`src/rtl/multiplier.sv`:
```
// Sequential 32x32 unsigned shift-add multiplier. The product is built in
// exactly 32 iterations and published on dataOut with a one-cycle done pulse.
module multiplier #(
    parameter logic [5:0] MULTU = 6'b011001
) (
    input  logic        clk,
    input  logic        reset,
    input  logic [31:0] dataA,
    input  logic [31:0] dataB,
    input  logic [5:0]  Signal,
    output logic [63:0] dataOut,
    output logic        busy,
    output logic        done
);

    localparam int unsigned W     = 32;
    localparam int unsigned CNT_W = 6;
    localparam logic [CNT_W-1:0] LAST_ITER = CNT_W'(W - 1);

    typedef enum logic [1:0] {
        IDLE = 2'd0,
        RUN  = 2'd1,
        DONE = 2'd2
    } state_t;

    state_t            state;
    logic [CNT_W-1:0]  count;
    logic [W-1:0]      mcand;
    logic [2*W-1:0]    product;

    logic [W:0]        sum_c;
    logic [2*W-1:0]    shifted_c;

    // One shift-add step: conditional add into the upper half, carry kept,
    // then a 65-bit right shift so the carry lands in bit 63.
    always_comb begin
        sum_c     = {1'b0, product[2*W-1:W]};
        if (product[0]) begin
            sum_c = {1'b0, product[2*W-1:W]} + {1'b0, mcand};
        end
        shifted_c = {sum_c, product[W-1:1]};
    end

    // Control FSM, iteration datapath and registered outputs.
    always_ff @(posedge clk or posedge reset) begin
        if (reset) begin
            state   <= IDLE;
            count   <= '0;
            mcand   <= '0;
            product <= '0;
            dataOut <= '0;
            busy    <= 1'b0;
            done    <= 1'b0;
        end else begin
            case (state)
                IDLE: begin
                    done <= 1'b0;
                    busy <= 1'b0;
                    if (Signal == MULTU) begin
                        mcand   <= dataA;
                        product <= {{W{1'b0}}, dataB};
                        count   <= '0;
                        state   <= RUN;
                    end
                end
                RUN: begin
                    product <= shifted_c;
                    count   <= count + CNT_W'(1);
                    if (count == LAST_ITER) begin
                        dataOut <= shifted_c;
                        done    <= 1'b1;
                        busy    <= 1'b0;
                        state   <= DONE;
                    end else begin
                        busy    <= 1'b1;
                    end
                end
                DONE: begin
                    done  <= 1'b0;
                    busy  <= 1'b0;
                    state <= IDLE;
                end
                default: begin
                    done  <= 1'b0;
                    busy  <= 1'b0;
                    state <= IDLE;
                end
            endcase
        end
    end

endmodule

```
`config.mk`:
```
export PLATFORM = sky130hd
export DESIGN_NAME = multiplier
export DESIGN_NICKNAME = d
export VERILOG_FILES = /design/src/rtl/multiplier.sv
export SDC_FILE = /design/constraint.sdc
export NUM_CORES = 1
export LEC_CHECK = 0
export CORE_UTILIZATION = 50
export DETAILED_ROUTE_END_ITERATION = 16
export PLACE_DENSITY = 0.77
export SYNTH_ARGS = -nofsm -noshare
export SYNTH_HDL_FRONTEND = slang
export SYNTH_SLANG_ARGS = --single-unit
```
`constraint.sdc`:
```
create_clock -name clk -period 7 [get_ports clk]
set_input_delay 1.4 -clock clk [delete_from_list [all_inputs] [get_ports clk]]
set_output_delay 1.4 -clock clk [all_outputs]
set_load 0.02 [all_outputs]
```
==> impl_metrics.xml, run 1 <==
<?xml version="1.0" encoding="UTF-8"?>
<metrics>
  <group name="sta">
    <metric name="minimum_clock_period" unit="ns">3.509</metric>
    <metric name="clock_skew" unit="ns">0.01285</metric>
    <metric name="report.final.setup_viol" unit="">0</metric>
    <metric name="hold_viol_final" unit="">0</metric>
    <metric name="worst_slew_margin_rel" unit="%">37.13</metric>
    <metric name="fin_setup_tns" unit="ns">0</metric>
    <metric name="min_period_over_period" unit="%">50.13</metric>
    <metric name="grt_setup_unrepaired" unit="">false</metric>
    <metric name="max_freq" unit="GHz">0.2850</metric>
    <metric name="tightestPinTransition" unit="ns">0.9430</metric>
    <metric name="worst_hold_slack" unit="ns">0.4770</metric>
    <metric name="timing_max_transition_violations_final" unit="">0</metric>
  </group>
  <group name="global_route">
    <metric name="grt_antenna_before_repair" unit="">0</metric>
    <metric name="globalRouteTotalUtil" unit="%">23.78</metric>
    <metric name="grt_pass1_vias" unit="">6726</metric>
    <metric name="grt_start_max_net_pins" unit="">94</metric>
    <metric name="global_route_wire_length_before_repair" unit="um">33510</metric>
    <metric name="globalRoute.totalOverflow" unit="">0</metric>
  </group>
  <group name="clock_network">
    <metric name="clock-sinks" unit="">170</metric>
    <metric name="cts-hold-fix-buffers" unit="">0</metric>
    <metric name="clock_tree_from_tritoncts" unit="">built</metric>
    <metric name="max-clock-path-buffers" unit="">2</metric>
    <metric name="clkSlewWorstSetupHoldPaths" unit="ns">0.07</metric>
    <metric name="clk_root_buffer_cell" unit="">sky130_fd_sc_hd__clkbuf_16</metric>
    <metric name="number_of_gates_resized_after_cts" unit="">0</metric>
    <metric name="cts_setup_buffers" unit="">0</metric>
    <metric name="total_cts_buffers" unit="">17</metric>
    <metric name="htree_levels" unit="">4</metric>
    <metric name="clock_insertion_delay_worst_skew" unit="ns">0.44</metric>
  </group>
  <group name="finish">
    <metric name="drive_gt1_share" unit="%">9.514</metric>
    <metric name="syn2layout_area_growth" unit="%">23.93</metric>
    <metric name="fin_cells" unit="">1229</metric>
    <metric name="design.final.nets" unit="">1102</metric>
    <metric name="insertedDiodeCount" unit="">0</metric>
    <metric name="postLayoutCellArea" unit="um2">10720</metric>
  </group>
  <group name="route">
    <metric name="dr.first_iter.drc_count" unit="">498</metric>
    <metric name="dr_total_vias" unit="">6786</metric>
    <metric name="routed_via_density" unit="">5.522</metric>
    <metric name="route.detailed.drc" unit="">0</metric>
    <metric name="routed_wirelength" unit="um">20130</metric>
    <metric name="wl_per_cell" unit="um">16.38</metric>
    <metric name="detailedRoute.firstPassIterationCount" unit="">5</metric>
    <metric name="final_antenna_net_count" unit="">0</metric>
  </group>
  <group name="critical_path">
    <metric name="worst-r2r-setup-slack" unit="ns">3.90</metric>
    <metric name="critical_path_depth" unit="">6</metric>
    <metric name="worstPathCellList" unit="">clkdlybuf4s50_1 &gt; nor4b_1 &gt; nand2_4 &gt; buf_4 &gt; mux2i_1 &gt; o21ai_0</metric>
    <metric name="r2r-start" unit="">count[0]</metric>
    <metric name="maximum_fanout_encountered_on_the_critical_timing_path" unit="">62</metric>
    <metric name="critical_path_required" unit="ns">7.29</metric>
    <metric name="worst_path_max_delay_cell" unit="">sky130_fd_sc_hd__nor4b_1</metric>
    <metric name="worstSetupStartpointType" unit="">input pin</metric>
    <metric name="critPathLaunch" unit="">Signal[0]</metric>
    <metric name="crit_buf_inv" unit="">2</metric>
    <metric name="reg2reg_to" unit="">dataOut[62]</metric>
    <metric name="slowest_delay" unit="ns">0.57</metric>
    <metric name="path_class" unit="">in2reg</metric>
    <metric name="crit_path_end" unit="">product[22]</metric>
    <metric name="cp-end-kind" unit="">flop</metric>
    <metric name="worstPathArrival" unit="ns">3.80</metric>
    <metric name="critical_path.top_delay_family" unit="">simple AND/OR/NAND/NOR gates</metric>
    <metric name="worst-r2r-cell-count" unit="">9</metric>
  </group>
  <group name="yosys">
    <metric name="syn_inst_count" unit="">886</metric>
    <metric name="synth_sequential_area_ratio" unit="%">49.18</metric>
    <metric name="postSynth.topFlopCell" unit="">sky130_fd_sc_hd__dfrtp_1</metric>
    <metric name="synth.lib_cells_used.distinct" unit="">66</metric>
    <metric name="synth-edff-count" unit="">0</metric>
    <metric name="postSynthRegisterBits" unit="">170</metric>
    <metric name="synth_fp_nets" unit="">992</metric>
    <metric name="synth_async_reset_ratio" unit="%">100.0</metric>
    <metric name="mappedNetlistArea" unit="um2">8650</metric>
    <metric name="avgSynthCellArea" unit="um2">9.762</metric>
    <metric name="ys.warnings.count" unit="">0</metric>
  </group>
  <group name="placement">
    <metric name="gp_congestion" unit="">0.8869</metric>
    <metric name="placed_wire_length_estimate" unit="um">13420</metric>
    <metric name="number_of_port_buffers" unit="">137</metric>
    <metric name="dpl-instance-area" unit="um2">10120</metric>
    <metric name="cell_count_after_placement" unit="">1197</metric>
  </group>
  <group name="pwr">
    <metric name="total_power" unit="W">0.003790</metric>
    <metric name="power.density" unit="nW/um2">353.5</metric>
    <metric name="power.switching" unit="W">0.001375</metric>
    <metric name="clock_power_share" unit="%">25.4</metric>
    <metric name="vdd_drop_max" unit="uV">184.1</metric>
    <metric name="combPwrFrac" unit="%">35.1</metric>
    <metric name="p_leak" unit="nW">5.156</metric>
    <metric name="power.internal" unit="W">0.002415</metric>
    <metric name="seqPwrFrac" unit="%">39.6</metric>
    <metric name="swShare" unit="%">36.28</metric>
  </group>
  <group name="run_status">
    <metric name="run_status" unit="">completed</metric>
  </group>
  <group name="hold_path">
    <metric name="min_path_type" unit="">reg2reg</metric>
  </group>
  <group name="floorplan">
    <metric name="floorplan.io_pins" unit="">138</metric>
    <metric name="die_area" unit="um2">17830</metric>
    <metric name="fp-row-count" unit="">47</metric>
    <metric name="die-height" unit="um">133.5</metric>
    <metric name="initial_core_util" unit="%">51.61</metric>
    <metric name="chipWidth" unit="um">133.5</metric>
    <metric name="core_area" unit="um2">16760</metric>
  </group>
  <group name="job">
    <metric name="max_cap_violations" unit="">0</metric>
  </group>
</metrics>
==> per-layer routing <==
metal / global-route usage (%) / share of wire, % / vias to the layer above
met1: 31.59 / 45 / 3307
met5: 0 / 0 / -
met3: 4.224 / 3.9 / 25
met2: 39.44 / 50 / 137
li1: - / - / 3317
met4: 7.828 / 1.6 / 0
==> synthesized netlist by cell type (all sizes together) (2+ instances only) <==
cell type	count	area, um2
a31oi	10	68.81
or2	5	31.28
nor3	4	20.02
dfrtp	170	4254
nand3	44	220.2
and3	10	75.07
inv	6	22.52
o21ai	111	559.3
xnor2	15	131.4
nand2b	5	31.28
nand4	6	37.54
nor2b	2	12.51
a21oi	39	206.5
nor2	22	85.09
a21o	17	128.9
and2	2	12.51
o211ai	3	22.52
buf	13	66.31
o21a	2	15.01
mux2	33	371.6
mux2i	55	550.5
clkbuf	39	182.7
a211oi	2	15.01
o21bai	2	15.01
a31o	3	26.28
a21boi	3	22.52
xor2	12	105.1
nand2	196	735.7
ha	33	412.9
==> state kept, by name (all words and copies together) (netlist names) <==
name,flops
state,2
mcand,32
product,64
done,1
busy,1
count,6
dataOut,64
==> metrics by stage <==
stage	setup WS, ns	utilization, %
6_report	3.491	63.96
3_3_place_gp	3.122	60.38
2_1_floorplan	0.9966	-
5_1_grt	3.317	63.96
4_1_cts	3.493	63.96
3_5_place_dp	3.040	60.38
==> worst reg2reg max path, cell delays in order, from the launching register on <==
cell and delay, ns:
sky130_fd_sc_hd__dfrtp_1 0.39, sky130_fd_sc_hd__ha_1 0.20, sky130_fd_sc_hd__nand3_1 0.12, sky130_fd_sc_hd__nor3b_1 0.63
sky130_fd_sc_hd__nand2_4 0.68, sky130_fd_sc_hd__inv_1 0.22, sky130_fd_sc_hd__buf_4 0.42, sky130_fd_sc_hd__and3_1 0.23
sky130_fd_sc_hd__a21oi_1 0.04, sky130_fd_sc_hd__nand2_1 0.11
==> placed cells by master, fill, tap and decap left out, types with 4 or more instances in the layout <==
cell type                           n
sky130_fd_sc_hd__dfrtp_1          170
sky130_fd_sc_hd__xor2_1            12
sky130_fd_sc_hd__o21ai_1           14
sky130_fd_sc_hd__a21oi_1           36
sky130_fd_sc_hd__or2_2              4
sky130_fd_sc_hd__nor2_1            21
sky130_fd_sc_hd__inv_1              5
sky130_fd_sc_hd__and3_1             6
sky130_fd_sc_hd__buf_4              7
sky130_fd_sc_hd__a31oi_1            9
sky130_fd_sc_hd__clkdlybuf4s50_1  137
sky130_fd_sc_hd__mux2_2            33
sky130_fd_sc_hd__a21o_1            16
sky130_fd_sc_hd__mux2i_1           55
sky130_fd_sc_hd__clkbuf_16         17
sky130_fd_sc_hd__nand2b_1           4
sky130_fd_sc_hd__xnor2_1           15
sky130_fd_sc_hd__nand4_1            6
sky130_fd_sc_hd__nor3_1             4
sky130_fd_sc_hd__ha_1              33
sky130_fd_sc_hd__inv_6              6
sky130_fd_sc_hd__nand2_1          194
sky130_fd_sc_hd__nand3_1           44
sky130_fd_sc_hd__o21ai_0           96
==> cell type report <==
class | instances | area, um2
clock buffers | 19 | 442.9
clock inverters | 13 | 156.4
well taps | 220 | 275.3
multi-input cells | 656 | 4135
flip-flops and latches | 170 | 4254
repair buffers | 144 | 1424
fillers | 1372 | 6041
inverters | 7 | 31.28
==> worst min-delay path by stage <==
stage	from	endpoint	slack, ns	cells past startpoint
floorplan	product[31]	dataOut[30]	0.45	2
global placement	dataOut[30]	dataOut[30]	0.46	2
detailed placement	dataOut[3]	dataOut[3]	0.46	2
CTS	dataOut[20]	dataOut[20]	0.48	2
global route	dataOut[29]	dataOut[29]	0.50	2
finish	dataOut[12]	dataOut[12]	0.48	2
==> kinds of logic after synthesis <==
family          after synthesis  synth area share (%)
xor+xnor                     27                 2.734
simple gates                302                 15.17
fa+ha+maj                    34                 5.005
compound gates              205                 13.94
mux                          88                 10.66
flops                       170                 49.18
buf+inv                      60                 3.298
==> power by group through the flow <==
stage,Clock (W),Sequential [W],Combinational [W]
after global placement,0,0.00150,0.00129
final,0.000961,0.00150,0.00133
after detailed placement,0,0.00151,0.00132
after CTS,0.000977,0.00150,0.00133
after global routing,0.00102,0.00154,0.00147
after floorplan,0,0.00159,0.000780
Power figures use the tool's default switching activity.
==> run 2: changes to the inputs <==
- clock period: 7 -> 3.4 ns (I/O delays scaled with it)
==> run 2 against run 1 <==
Compared with the run above:
- register-to-register slack lost 3.4 ns
- largest cell class unchanged
- critical path depth is 5 higher
- cell count is 0.24% higher
- global-route usage is 0.37 points lower
- non-clock buffer count up 3
- die area did not move
- count of clock-buffer cells in the layout is 1 lower
- worst setup slack lost 3.0 ns
- sequential power increased by 110%
- first-iteration DRC count decreased by 19%
- combinational power is 100% higher
- via count fell by 0.22%
==> impl_metrics.xml, run 2 (same netlist as run 1, synthesis figures left out) <==
<?xml version="1.0" encoding="UTF-8"?>
<metrics>
  <group name="clock_network">
    <metric name="htree_levels" unit="">4</metric>
    <metric name="cts_setup_buffers" unit="">0</metric>
    <metric name="clock_insertion_delay_worst_skew" unit="ns">0.43</metric>
    <metric name="total_cts_buffers" unit="">17</metric>
    <metric name="clock-sinks" unit="">170</metric>
    <metric name="clkSlewWorstSetupHoldPaths" unit="ns">0.07</metric>
    <metric name="clk_root_buffer_cell" unit="">sky130_fd_sc_hd__clkbuf_16</metric>
    <metric name="cts-hold-fix-buffers" unit="">0</metric>
    <metric name="clock_tree_from_tritoncts" unit="">built</metric>
    <metric name="max-clock-path-buffers" unit="">2</metric>
    <metric name="number_of_gates_resized_after_cts" unit="">0</metric>
  </group>
  <group name="critical_path">
    <metric name="path_class" unit="">reg2reg</metric>
    <metric name="critPathLaunch" unit="">product[32]</metric>
    <metric name="r2r-start" unit="">product[32]</metric>
    <metric name="worst-r2r-cell-count" unit="">11</metric>
    <metric name="worstPathCellList" unit="">ha_1 &gt; fa_1 &gt; a21oi_1 &gt; o21ai_1 &gt; a21oi_2 &gt; o311a_4 &gt; a32o_1 &gt; o21ai_1 &gt; xor2_1 &gt; mux2i_1 &gt; o21ai_1</metric>
    <metric name="worstPathArrival" unit="ns">3.19</metric>
    <metric name="worst_path_max_delay_cell" unit="">sky130_fd_sc_hd__fa_1</metric>
    <metric name="maximum_fanout_encountered_on_the_critical_timing_path" unit="">5</metric>
    <metric name="cp-end-kind" unit="">flop</metric>
    <metric name="slowest_delay" unit="ns">0.42</metric>
    <metric name="critical_path_required" unit="ns">3.68</metric>
    <metric name="crit_path_frequent_cell" unit="">sky130_fd_sc_hd__o21ai_1</metric>
    <metric name="worstSetupStartpointType" unit="">flop</metric>
  </group>
  <group name="floorplan">
    <metric name="core_area" unit="um2">16760</metric>
    <metric name="die_area" unit="um2">17830</metric>
    <metric name="chipWidth" unit="um">133.5</metric>
    <metric name="fp-row-count" unit="">47</metric>
    <metric name="initial_core_util" unit="%">51.61</metric>
    <metric name="floorplan.io_pins" unit="">138</metric>
    <metric name="die-height" unit="um">133.5</metric>
  </group>
  <group name="global_route">
    <metric name="grt_start_max_net_pins" unit="">110</metric>
    <metric name="global_route_wire_length_before_repair" unit="um">33220</metric>
    <metric name="globalRoute.totalOverflow" unit="">0</metric>
    <metric name="grt_pass1_vias" unit="">6622</metric>
    <metric name="grt_antenna_before_repair" unit="">0</metric>
    <metric name="globalRouteTotalUtil" unit="%">23.41</metric>
  </group>
  <group name="placement">
    <metric name="placed_wire_length_estimate" unit="um">13470</metric>
    <metric name="cell_count_after_placement" unit="">1200</metric>
    <metric name="number_of_port_buffers" unit="">137</metric>
    <metric name="gp_congestion" unit="">0.8890</metric>
    <metric name="pre_cts_slack" unit="ns">0.5321</metric>
  </group>
  <group name="pwr">
    <metric name="power.density" unit="nW/um2">721.4</metric>
    <metric name="p_leak" unit="nW">5.166</metric>
    <metric name="vdd_drop_max" unit="uV">381.4</metric>
  </group>
  <group name="route">
    <metric name="route.detailed.drc" unit="">0</metric>
    <metric name="routed_via_density" unit="">5.496</metric>
    <metric name="wl_per_cell" unit="um">16.11</metric>
    <metric name="detailedRoute.firstPassIterationCount" unit="">5</metric>
    <metric name="dr.first_iter.drc_count" unit="">401</metric>
    <metric name="dr_total_vias" unit="">6771</metric>
    <metric name="routed_wirelength" unit="um">19850</metric>
    <metric name="final_antenna_net_count" unit="">0</metric>
  </group>
  <group name="finish">
    <metric name="design.final.nets" unit="">1105</metric>
    <metric name="filler_cell_count" unit="">1379</metric>
    <metric name="drive_gt1_share" unit="%">9.783</metric>
    <metric name="syn2layout_area_growth" unit="%">24.50</metric>
    <metric name="fin_cells" unit="">1232</metric>
    <metric name="insertedDiodeCount" unit="">0</metric>
    <metric name="final_common_cell" unit="">sky130_fd_sc_hd__nand2_1</metric>
    <metric name="commonest_cells_after_routing_fill_and_taps_aside" unit="">sky130_fd_sc_hd__nand2_1, sky130_fd_sc_hd__dfrtp_1, sky130_fd_sc_hd__clkdlybuf4s50_1</metric>
    <metric name="layout_top_registers" unit="">dataOut: 64 flops, product: 64 flops, mcand: 32 flops</metric>
  </group>
  <group name="run_status">
    <metric name="run_status" unit="">completed</metric>
  </group>
  <group name="sta">
    <metric name="min_period_over_period" unit="%">85.47</metric>
    <metric name="hold_viol_final" unit="">0</metric>
    <metric name="report.final.setup_viol" unit="">0</metric>
    <metric name="clock_skew" unit="ns">0.01695</metric>
    <metric name="timing_max_transition_violations_final" unit="">0</metric>
    <metric name="timing.final.ws_setup" unit="ns">0.4939</metric>
    <metric name="grt_setup_unrepaired" unit="">false</metric>
    <metric name="fin_setup_tns" unit="ns">0</metric>
    <metric name="tightestPinTransition" unit="ns">0.9271</metric>
    <metric name="max_freq" unit="GHz">0.3441</metric>
    <metric name="minimum_clock_period" unit="ns">2.906</metric>
    <metric name="worst_slew_margin_rel" unit="%">38.19</metric>
  </group>
  <group name="hold_path">
    <metric name="timing.hold.worst_path_depth" unit="">2</metric>
    <metric name="worst_hold_startpoint" unit="">dataOut[6]</metric>
    <metric name="min_path_type" unit="">reg2reg</metric>
  </group>
  <group name="job">
    <metric name="max_cap_violations" unit="">0</metric>
  </group>
</metrics>
==> run 2: cell types whose count changed in the layout (fill, tap and decap cells not counted), sizes merged <==
cell,delta
clkbuf,-1
inv,-3
clkinvlp,+4
buf,+3
==> run 2: layout make-up <==
class                   instances  area [um2]  share of cell area (%)
clock buffers                  18       429.2                   3.985
clock inverters                14       161.4                   1.499
inverters                       7       30.03                  0.2788
multi-input cells             656        4135                   38.40
flip-flops and latches        170        4254                   39.50
well taps                     220       275.3                   2.556
repair buffers                147        1484                   13.78
==> run 2: path summary, 6_finish.rpt <==
| check | to | slack (ns) |
|---|---|---|
| hold reg to reg | dataOut[6] | 0.48 |
| min in group asynchronous | mcand[28] | 0.73 |
| setup reg to reg | dataOut[55] | 0.49 |
| max in group asynchronous | dataOut[35] | 2.12 |
| hold / removal | dataOut[6] | 0.48 |
| setup / recovery | dataOut[55] | 0.49 |
==> run 2: worst max-delay path: cells and delay by family (launching register included) <==
| kind | cells | cell delay [ns] |
|---|---|---|
| AO/OA/AOI/OAI | 7 | 1.37 |
| adder cells (fa/ha/maj) | 2 | 0.64 |
| flip-flops | 1 | 0.40 |
| multiplexers | 1 | 0.19 |
| XOR/XNOR | 1 | 0.16 |
==> run 2: stage by stage <==
step           total power (W)  hold slack, ns  utilization [%]  cell area, um2
2_1_floorplan         0.004879          0.4529                -            8653
3_3_place_gp          0.005748          0.4582            60.73           10180
3_5_place_dp          0.005834          0.4618            60.73           10180
4_1_cts               0.007814          0.4785            64.26           10770
5_1_grt               0.008259          0.5016            64.26           10770
6_report              0.007769          0.4762            64.26           10770
==> run 2: layer usage <==
layer / global-route usage (%) / wire length (um) / part of all wire (%)
met4: 5.240 / 159 / 0.80
met3: 4.490 / 690 / 3.5
met2: 39.24 / 9888 / 50
met5: 0 / 0 / 0
met1: 31.51 / 9109 / 46
==> run 2: where the power goes <==
group	internal (W)	switching [W]	leakage, nW
clock	0.00110	0.000852	0.272
combinational	0.00122	0.00149	2.75
sequential	0.00263	0.000479	2.14
